==> config.mk <==
export PLATFORM = sky130hd
export DESIGN_NAME = sel_input_scan_seq
export DESIGN_NICKNAME = d
export VERILOG_FILES = /design/src/rtl/sel_input_scan_seq.sv
export SDC_FILE = /design/constraint.sdc
export NUM_CORES = 1
export LEC_CHECK = 0
export ABC_AREA = 1
export ABC_CLOCK_PERIOD_IN_PS = 1800
export CORE_MARGIN = 8
export CORE_UTILIZATION = 41
export CTS_BUF_LIST = sky130_fd_sc_hd__clkbuf_4 sky130_fd_sc_hd__clkbuf_8
export CTS_CLUSTER_SIZE = 16
export DETAILED_ROUTE_END_ITERATION = 7
export GPL_TIMING_DRIVEN = 1
export MAX_ROUTING_LAYER = met4
export PLACE_DENSITY = 0.74
export SETUP_SLACK_MARGIN = 0.2
export SYNTH_ARGS = -nofsm -noshare
export SYNTH_HDL_FRONTEND = slang
export SYNTH_SLANG_ARGS = --single-unit
==> constraint.sdc <==
create_clock -name clk -period 1.8 [get_ports clk]
set_input_delay 0.27 -clock clk [delete_from_list [all_inputs] [get_ports clk]]
set_output_delay 0.27 -clock clk [all_outputs]
set_load 0.1 [all_outputs]
==> src/rtl/sel_input_scan_seq.sv <==
// sel_input_scan_seq: autonomous scan initiator for the input selector.
// Walks the mux through [first_ch..last_ch] (wrapping at NUM_CH-1). For each
// channel it enables the mux, waits for sel_active, waits the settle interval,
// requests one sample and waits for the acknowledge. After the last channel,
// an abort or a timeout, it disables the mux and waits for the pause to end.
//
// Ports:
//   clk, rst              clock, synchronous active-high reset
//   start, abort          one-cycle control pulses
//   first_ch, last_ch     channel range, captured on an accepted start
//   settle                settle cycles after sel_active, captured on start
//   sel_wr, sel_data      select-write strobe and word {.., en, channel}
//   sel_active            selector active / pause-pending flag
//   smp_req, smp_ch       sample request (level) and its channel
//   smp_ack               one-cycle sample acknowledge
//   busy, done, err       status: scan running, end pulse, sticky error
//   cur_ch                channel currently being handled
module sel_input_scan_seq #(
  parameter int unsigned CH_W     = 8,
  parameter int unsigned NUM_CH   = 157,
  parameter int unsigned SETTLE_W = 16,
  parameter int unsigned TMO      = 4096
) (
  input  logic                clk,
  input  logic                rst,
  input  logic                start,
  input  logic                abort,
  input  logic [CH_W-1:0]     first_ch,
  input  logic [CH_W-1:0]     last_ch,
  input  logic [SETTLE_W-1:0] settle,
  output logic                sel_wr,
  output logic [31:0]         sel_data,
  input  logic                sel_active,
  output logic                smp_req,
  output logic [CH_W-1:0]     smp_ch,
  input  logic                smp_ack,
  output logic                busy,
  output logic                done,
  output logic                err,
  output logic [CH_W-1:0]     cur_ch
);

  localparam int unsigned TMO_W = (TMO > 1) ? $clog2(TMO) : 1;
  localparam logic [TMO_W-1:0] TMO_LAST = TMO_W'(TMO - 1);
  localparam logic [CH_W-1:0]  LAST_CH  = CH_W'(NUM_CH - 1);

  typedef enum logic [3:0] {
    S_IDLE,
    S_SELECT,
    S_WAIT_ON,
    S_SETTLE,
    S_SAMPLE,
    S_NEXT,
    S_DISABLE,
    S_WAIT_OFF,
    S_DONE
  } state_t;

  state_t state_q, state_d;

  logic [CH_W-1:0]     last_q, last_d;
  logic [SETTLE_W-1:0] settle_q, settle_d;
  logic [SETTLE_W-1:0] scnt_q, scnt_d;
  logic [TMO_W-1:0]    tmr_q, tmr_d;
  logic                abort_q, abort_d;

  logic                sel_wr_d;
  logic [31:0]         sel_data_d;
  logic                smp_req_d;
  logic [CH_W-1:0]     smp_ch_d;
  logic                busy_d;
  logic                done_d;
  logic                err_d;
  logic [CH_W-1:0]     cur_ch_d;

  logic range_bad;
  logic tmo_hit;
  logic abort_any;

  assign range_bad = (first_ch > LAST_CH) || (last_ch > LAST_CH);
  assign tmo_hit   = (tmr_q == TMO_LAST);
  // An abort seen during SELECT is held so WAIT_ON can leave on the next
  // transition without putting two sel_wr strobes back to back.
  assign abort_any = abort || abort_q;

  // State, datapath and registered outputs
  always_ff @(posedge clk) begin
    if (rst) begin
      state_q  <= S_IDLE;
      last_q   <= '0;
      settle_q <= '0;
      scnt_q   <= '0;
      tmr_q    <= '0;
      abort_q  <= 1'b0;
      sel_wr   <= 1'b0;
      sel_data <= '0;
      smp_req  <= 1'b0;
      smp_ch   <= '0;
      busy     <= 1'b0;
      done     <= 1'b0;
      err      <= 1'b0;
      cur_ch   <= '0;
    end else begin
      state_q  <= state_d;
      last_q   <= last_d;
      settle_q <= settle_d;
      scnt_q   <= scnt_d;
      tmr_q    <= tmr_d;
      abort_q  <= abort_d;
      sel_wr   <= sel_wr_d;
      sel_data <= sel_data_d;
      smp_req  <= smp_req_d;
      smp_ch   <= smp_ch_d;
      busy     <= busy_d;
      done     <= done_d;
      err      <= err_d;
      cur_ch   <= cur_ch_d;
    end
  end

  // Next-state logic
  always_comb begin
    state_d = state_q;
    case (state_q)
      S_IDLE:     if (start) state_d = range_bad ? S_DONE : S_SELECT;
      S_SELECT:   state_d = S_WAIT_ON;
      S_WAIT_ON: begin
        if (abort_any)       state_d = S_DISABLE;
        else if (sel_active) state_d = S_SETTLE;
        else if (tmo_hit)    state_d = S_DISABLE;
      end
      S_SETTLE: begin
        if (abort)              state_d = S_DISABLE;
        else if (scnt_q == '0)  state_d = S_SAMPLE;
      end
      S_SAMPLE: begin
        if (abort)        state_d = S_DISABLE;
        else if (smp_ack) state_d = S_NEXT;
      end
      S_NEXT:     state_d = (abort || (cur_ch == last_q)) ? S_DISABLE : S_SELECT;
      S_DISABLE:  state_d = S_WAIT_OFF;
      S_WAIT_OFF: if (!sel_active || tmo_hit) state_d = S_DONE;
      S_DONE:     state_d = S_IDLE;
      default:    state_d = S_IDLE;
    endcase
  end

  // Datapath updates and next values of the registered outputs
  always_comb begin
    last_d     = last_q;
    settle_d   = settle_q;
    scnt_d     = scnt_q;
    tmr_d      = tmr_q;
    abort_d    = abort_q;
    err_d      = err;
    cur_ch_d   = cur_ch;
    sel_data_d = sel_data;
    smp_ch_d   = smp_ch;

    case (state_q)
      S_IDLE: begin
        if (start) begin
          last_d   = last_ch;
          settle_d = settle;
          err_d    = range_bad;
          abort_d  = 1'b0;
          if (!range_bad) cur_ch_d = first_ch;
        end
      end
      S_SELECT: begin
        tmr_d = '0;
        if (abort) abort_d = 1'b1;
      end
      S_WAIT_ON: begin
        tmr_d  = tmr_q + TMO_W'(1);
        scnt_d = settle_q;
        if (!abort_any && !sel_active && tmo_hit) err_d = 1'b1;
      end
      S_SETTLE: begin
        if (scnt_q != '0) scnt_d = scnt_q - SETTLE_W'(1);
      end
      S_NEXT: begin
        if (state_d == S_SELECT)
          cur_ch_d = (cur_ch == LAST_CH) ? '0 : cur_ch + CH_W'(1);
      end
      S_DISABLE: begin
        tmr_d   = '0;
        abort_d = 1'b0;
      end
      S_WAIT_OFF: begin
        tmr_d = tmr_q + TMO_W'(1);
        if (sel_active && tmo_hit) err_d = 1'b1;
      end
      default: ;
    endcase

    sel_wr_d  = (state_d == S_SELECT) || (state_d == S_DISABLE);
    smp_req_d = (state_d == S_SAMPLE);
    busy_d    = (state_d != S_IDLE) && (state_d != S_DONE);
    done_d    = (state_d == S_DONE);

    // The select word is held between strobes.
    if (state_d == S_SELECT)
      sel_data_d = 32'({1'b1, cur_ch_d});
    else if (state_d == S_DISABLE)
      sel_data_d = 32'({1'b0, cur_ch_d});

    if (state_d == S_SAMPLE) smp_ch_d = cur_ch_d;
  end

endmodule

==> reports/results.txt, run 1 <==
By area the synthesized netlist is led by dfxtp_1 (36%), nand2_1 (8.8%), o21ai_0 (7.2%), inv_1 (6.6%), nor2_1 (5.8%). The count of standard-cell rows is 39. Most common flop cell mapped by yosys: dfxtp_1. The fraction of post-synthesis cell area in the top cell type by area was 36.27%. The chip height was 124.2 um. Counting every instance in the synthesized netlist gives 691. STA classifies the critical path endpoint as a register. Clock-pin slew was measured on the worst setup and hold paths at 0.09 ns. Clock tree synthesis inserted a total of 9 buffers.

The analysis attributes to cell leakage a power of 3.507 nW. The number of placed instances, taps included, is 986. TritonCTS built the clock tree. The via count of the first global-routing pass was 5062.

For the antenna diode instance count, the log shows 0. The power per cell area works out to 1712 nW/um^2. The filler cell count was 858. Kind of critical path: primary input to register.

The instance area at placement is 6414 um^2. Mean cell area of the mapped netlist: 6.950 um^2. Data arrives at the worst endpoint at 2.46 ns. The total overflow left after global routing is 0. In this run the standard cell core region covers 11420 um^2. The count of buffers added on input and output ports is 67. The count of yosys warnings during synthesis was 0.

Counting flops with an async set or reset pin after synthesis yields a share of 0%. The hold violation count in the final report is 0. Of all nets on the critical path, the largest fanout is 5. The sequential cell area fraction in the yosys report came out at 36.27%.

The run finished, with violations left. Library cell used as clock root buffer: clkbuf_8. The cell repeated most along the worst path is nand3_1. The share of cells above drive strength 1 is 41.18%. The source-to-sink clock delay at the later pin of the worst-skew pair is 0.39 ns.

By instance count, the leading cell after synthesis is nand2_1. The weighted congestion reported at the end of routability-driven placement is 0.9092. The cell area that synthesis handed to floorplanning was 4802 um^2. After detailed routing, the average wire length per cell comes to 16.27 um. The slowest stage of the critical path is the clkdlybuf4s50_1 cell.

In this run, synthesis inferred 0 flip-flops with an integrated enable. The detailed router finished its first iteration with 682 violations. The number of levels in the clock H-tree is 3.

The run gives 938 as the number of nets in the final layout. At the end of the flow the core is filled with cells to 67.35%. The final reports fail on setup timing. The largest single stage delay on the critical path is 0.48 ns. After legalization and detailed placement, the total HPWL measured 10130 um. The number of buffers and inverters on the critical path is 3. The finished layout holds 1044 standard cells, fillers aside. The count of nets left with antenna violations once routing finished came out at 0.

Grouping stages by cell kind, the critical path spends the most delay in simple AND/OR/NAND/NOR gates. Dividing the detail-routed via count by the number of cells gives 5.287. The number of vias in the routed layout was 5520; the total setup violations reported at the end of the flow was 45.

The global-route wire length before repair was 24010 um; the count of clock tree sinks was 87. I/O pin count: 91. The total count of max-transition violations in the final report was 0. The final clock period utilization by the worst path came out at 120.5%. Max-cap violations in this run came to 0.

The worst setup path is launched from a primary input. The floorplan step set the die width to 124.2 um. The run gives 6 as the detailed-router iteration count before antenna repair.

The tools report the effective utilization at floorplan as 42.06%. After routing the design area is 7690 um^2. Traced cell by cell, the critical path runs through clkdlybuf4s50_1 -> nand3_1 -> o21ai_1 -> nand2_1 -> nand3_1 -> nand2_1 -> nor2_2 -> nand3_4 -> buf_4 -> nand3_4 -> nand2_1 -> nand3_2 -> nand3_1 -> nand3_1 -> inv_1. Setup repair after global routing could not meet its margin everywhere.

In this run, distinct cell masters in the synthesized netlist total 45. Entering global routing, the biggest net connects 38 pins. Of all cell types, the one taking the most synthesized area is dfxtp_1. The data required time at the worst endpoint came out at 2.09 ns.

The aggregate negative setup slack was -10.40 ns; the layout overhead on the synthesized area was 60.14%. The number of synthesized register bits came out at 87. The count of unresolved DRC violations after routing is 0, and the routed wire length is 16990 um. The peak ir drop on the vdd network is 1424 uV, and the die area is 15430 um^2. The number of antenna violations at the first check in global routing is 0, and the global-route usage over all layers is 19.09%. Post-route clock skew: 0.01060 ns. The clock passes through at most 2 buffers. The routed design could run at a clock period as short as 2.168 ns. The logs give 461.2 MHz for the peak clock frequency supported by timing and -0.3684 ns for the worst setup slack after layout.

In the synthesized netlist, the cells that appear most often are nand2_1 (113), dfxtp_1 (87), inv_1 (84). The type of the worst min-delay path is primary input to register.
## cell type report
cell class	instances	area (um^2)	share of cell area, %
timing repair buffer	216	2018	26.24
clock buffer	9	123.9	1.611
timing repair inverter	2	16.27	0.2115
sequential	87	1794	23.33
clock inverter	7	71.32	0.9274
inverter	91	372.9	4.849
tap	143	178.9	2.327
multi-input combinational	489	3114	40.50
## cell families after synthesis
logic type / Yosys count / share of synthesized area (%)
AND/OR/NAND/NOR: 300 / 29.76
XOR/XNOR: 8 / 1.459
other: 1 / 0.07809
buffers and inverters: 139 / 13.60
adder cells (fa/ha/maj): 4 / 1.042
AO/OA/AOI/OAI: 152 / 17.80
flip-flops: 87 / 36.27
## through the flow
| stage | hold WS (ns) | power (mW) | setup slack (ns) |
|---|---|---|---|
| after detailed placement | 0.4497 | 9.403 | -0.6732 |
| after floorplan | 0.4049 | 7.388 | -0.1785 |
| after CTS | 0.4508 | 11.92 | -0.1971 |
| final | 0.4646 | 13.17 | -0.3684 |
| after global routing | 0.4594 | 13.84 | -0.4408 |
| after global placement | 0.4422 | 9.320 | -0.5828 |
## report_power, final
part	internal (mW)	switching [mW]	total [mW]
clock network	0.646	0.764	1.41
registers	2.47	0.386	2.86
logic	3.48	5.41	8.90
total	6.60	6.56	13.2
## final timing paths
check	from	end	slack (ns)	depth (start not counted)
min reg2reg	settle_q[12]	settle_q[12]	0.47	2
max	first_ch[2]	sel_data[4]	-0.37	15
max reg2reg	state_q[0]	sel_data[7]	-0.31	14
min	settle[0]	settle_q[0]	0.46	3
## metal layers
layer,part of all wire (%),vias up,track usage [%]
met5,0,-,-
met4,3.3,0,6.804
met3,6.1,51,4.766
met2,51,235,30.86
met1,40,2596,22.57
li1,-,2638,-
## placed cells by master, fill, tap and decap left out, types with 11 or more instances in the layout
| cell | instances |
|---|---|
| buf_4 | 126 |
| nand2_1 | 98 |
| inv_1 | 67 |
| dfxtp_1 | 65 |
| nor2_1 | 56 |
| o21ai_0 | 46 |
| buf_6 | 41 |
| clkdlybuf4s50_1 | 37 |
| nand3_1 | 35 |
| a21oi_1 | 24 |
| conb_1 | 23 |
| a21oi_2 | 18 |
| nand3_2 | 17 |
| inv_2 | 15 |
| nor2_4 | 14 |
| nor2_2 | 13 |
| nand2_2 | 13 |
| nand2_4 | 12 |
| o21ai_1 | 12 |
| buf_12 | 12 |
| dfxtp_2 | 12 |
| nand4_1 | 11 |
## flip-flops by register name (all words and copies together) (netlist names)
register / count
cur_ch: 8
sel_data: 9
sel_wr: 1
smp_req: 1
state_q: 4
settle_q: 16
scnt_q: 16
err: 1
busy: 1
smp_ch: 8
abort_q: 1
last_q: 8
done: 1
tmr_q: 12
## worst register-to-register path: cells and delay by family (launching register included)
family	cells	cell delay, ns
AO/OA/AOI/OAI	1	0.19
buffers and inverters	5	0.44
flip-flops	1	0.38
AND/OR/NAND/NOR	8	1.01
## what timing repair did
action | CTS | global route
setup buffers | 22 | 14
hold buffers | 0 | 0
gates cloned | 5 | 1
setup endpoints to repair | 68 | 69
gates resized for setup | 112 | 113
pin swaps | 24 | 47
(Power assumes the default switching activity.)
==> inputs of run 2 (changes only) <==
--- a/config.mk
+++ b/config.mk
@@ -6,13 +6,12 @@
 export NUM_CORES = 1
 export LEC_CHECK = 0
 export ABC_AREA = 1
-export ABC_CLOCK_PERIOD_IN_PS = 1800
 export CORE_MARGIN = 8
 export CORE_UTILIZATION = 41
 export CTS_BUF_LIST = sky130_fd_sc_hd__clkbuf_4 sky130_fd_sc_hd__clkbuf_8
 export CTS_CLUSTER_SIZE = 16
 export DETAILED_ROUTE_END_ITERATION = 7
-export GPL_TIMING_DRIVEN = 1
+export GPL_ROUTABILITY_DRIVEN = 0
 export MAX_ROUTING_LAYER = met4
 export PLACE_DENSITY = 0.74
 export SETUP_SLACK_MARGIN = 0.2
==> run 2 against run 1 <==
  * The run still ends with setup timing left
  * Critical path depth decreased by 1
  * Via count is 4.1% lower
  * Die area unchanged
  * First-iteration DRC count is 29% lower
  * Combinational power shrank 9.2%
  * Worst setup slack lost 0.015 ns
  * Flip-flop and latch count did not move
  * Worst hold slack improved by 0.0069 ns
  * Cell count down 0.77%
  * Design area fell by 2.4%
  * Routed wire length fell by 6.2%
  * Fmax is 0.68% lower
  * Largest cell class unchanged
  * Highest routed layer unchanged
==> reports/results.txt, run 2 (synthesis gave the netlist of run 1 again) <==
After detailed placement, the total cell area comes to 6429 um^2. The global-route usage over all layers is 19.05%. The final clock period utilization by the worst path works out to 121.3%. After detailed routing, the number of vias per cell comes to 5.112.

The logs give 39 for the count of standard-cell rows and 42.06% for the effective utilization at floorplan. In the final timing run, aggregate negative setup slack is -8.962 ns. The cell sitting at the root of the clock tree is a clkbuf_8. In this run the number of H-tree levels came out at 3. After detailed routing, the number of remaining DRC violations is 0. On the worst path, the slowest cell contributes a delay of 0.34 ns. The worst setup path is launched from a register. The iteration-0 DRC count of the detailed router was 487; the overall overflow remaining after global route was 0. Along the worst path, the maximum fanout reaches 9. The via count of the first global-routing pass is 5002, and the final instance area is 7507 um^2. The peak ir drop on the vdd network is 1337 uV. The estimated wirelength of the detail-placed design is 10290 um, and the count of port buffers added during placement is 67.

The fraction of met1 tracks used by global routing is 22.17%, and the worst slack on hold paths is 0.4715 ns. Share of cells above drive strength 1: 38.97%. The number of nets in the final layout is 931.

STA puts the critical path data required time at 2.08 ns. The global-route track usage on met3 is 4.426%. In the global route stage, met2 resource usage came out at 31.71%. Kind of critical path: register to register. Power comes to 12.62 mW. In the final layout, the registers with the most flip-flops are scnt_q: 16 flops, settle_q: 16 flops, tmr_q: 12 flops. The source-to-sink clock delay at the later pin of the worst-skew pair is 0.38 ns, and the number of buffers created by CTS is 9.

The pre-antenna-repair detailed-routing pass consisted of 5 iterations. During I/O placement, the number of pins put on the boundary was 91. The largest individual stage delay along the critical path comes from the cell dfxtp_2. The logs give -0.6444 ns for the worst slack at placement and 0 for the number of buffers added to fix hold violations after cts.

The worst hold path belongs to the class register to register. Peak clock frequency supported by timing: 458.0 MHz. The library cell used most frequently in the layout, excluding fill and tap cells, is buf_4. The routed design could run at a clock period as short as 2.183 ns. The critical path goes through inv_1 -> nand2_2 -> nor3_1 -> buf_4 -> nand2_2 -> nand3_2 -> nor2_1 -> buf_4 -> nand3_4 -> buf_4 -> nand2_8 -> or2_1 -> nand3_1 -> inv_1. The cell repeated most along the worst path was buf_4.

For this design the static power due to leakage is 3.407 nW. Dividing the detail-routed wire length by the instance count gives 15.39 um. The buffer levels on the longest clock path is 2. The count of clock tree sinks came out at 87. The hold violation count in the final report came out at 0. The number of antenna violations at the first check in global routing was 0; the horizontal extent of the die was 124.2 um. The clock-pin slew on the worst setup and hold paths was 0.09 ns. The total setup violations reported at the end of the flow was 41. The first global-routing pass estimated 23970 um of wire. The floorplan step defined a die boundary enclosing 15430 um^2.

The detail route stage leaves a number of antenna-violating nets equal to 0. The number of vias in the routed layout came out at 5296. The post-route clock skew came out at 0.01147 ns. Setup repair after global routing could not meet its margin everywhere. The layout overhead on the synthesized area works out to 56.33%. STA classifies the critical path endpoint as a register. The flow ran to the end, but the final reports show violations.

The tools report the arrival time of the worst setup path as 2.46 ns. The run gives 15940 um as the routed wire length. Power spread over the standard cell area amounts to 1681 nW/um^2. The final reports fail on setup timing. TritonCTS built the clock tree.

Entering global routing, the biggest net connects 38 pins. Worst setup slack after layout: -0.3833 ns. met2 is the most crowded layer.

For the number of maximum-capacitance constraint violations, the log shows 0. The chip height was 124.2 um; the total count of max-transition violations in the final report was 0. The top cell types in the final layout, fill and taps aside, are buf_4 (139), nand2_1 (104), dfxtp_1 (69), inv_1 (67), nor2_1 (59).

The tools report the total core area as 11420 um^2. The run gives 0 as the antenna diode instance count.
run 2: cell count changes in the layout (fill, tap and decap cells not counted), sizes merged:
cell      previous run  this run
buf                179       173
clkinv               4         0
inv                 93        89
clkbuf               9        12
bufinv               1         3
clkinvlp             2         4
nand3               59        58
run 2: repair_timing:
| item | CTS | global route |
|---|---|---|
| gates cloned | 5 | 0 |
| endpoints found under the setup margin | 69 | 69 |
| setup buffers | 11 | 17 |
| pin swaps | 17 | 20 |
| resized for setup | 88 | 89 |
run 2: final timing paths:
| kind | from | endpoint | slack, ns | cells after the start |
|---|---|---|---|---|
| setup reg to reg | state_q[3] | sel_data[0] | -0.38 | 14 |
| hold / removal | settle_q[12] | settle_q[12] | 0.47 | 2 |
| setup / recovery | state_q[3] | sel_data[0] | -0.38 | 14 |
| hold reg to reg | settle_q[12] | settle_q[12] | 0.47 | 2 |
run 2: per-layer routing:
metal | wire (um) | share of wire (%) | vias up
li1 | - | - | 2624
met1 | 6768 | 42 | 2479
met2 | 8103 | 51 | 164
met3 | 745 | 4.7 | 29
met4 | 323 | 2.0 | 0
met5 | 0 | 0 | -
run 2: layout make-up:
class                   count  area (um^2)
fillers                   900         3911
multi-input cells         488         3009
repair buffers            210         1887
flip-flops and latches     87         1789
inverters                  91        377.9
well taps                 143        178.9
clock buffers              12        158.9
clock inverters             3        90.09
repair inverters            2        16.27
run 2: power breakdown:
| part | leakage, nW | internal (mW) | switching, mW |
|---|---|---|---|
| clock | 0.126 | 1.01 | 0.705 |
| combinational | 2.56 | 3.05 | 5.03 |
| sequential | 0.723 | 2.47 | 0.362 |
run 2: through the flow:
step	utilization, %	std cells
6_report	65.75	1036
3_3_place_gp	56.30	988
4_1_cts	61.80	1019
3_5_place_dp	56.30	988
2_1_floorplan	-	713
5_1_grt	65.75	1036
run 2: critical path: cells and delay by family (launching register included):
family                 cells  cell delay (ns)
and+or+nand+nor            9             1.06
buffers and inverters      5             0.68
DFF                        1             0.34
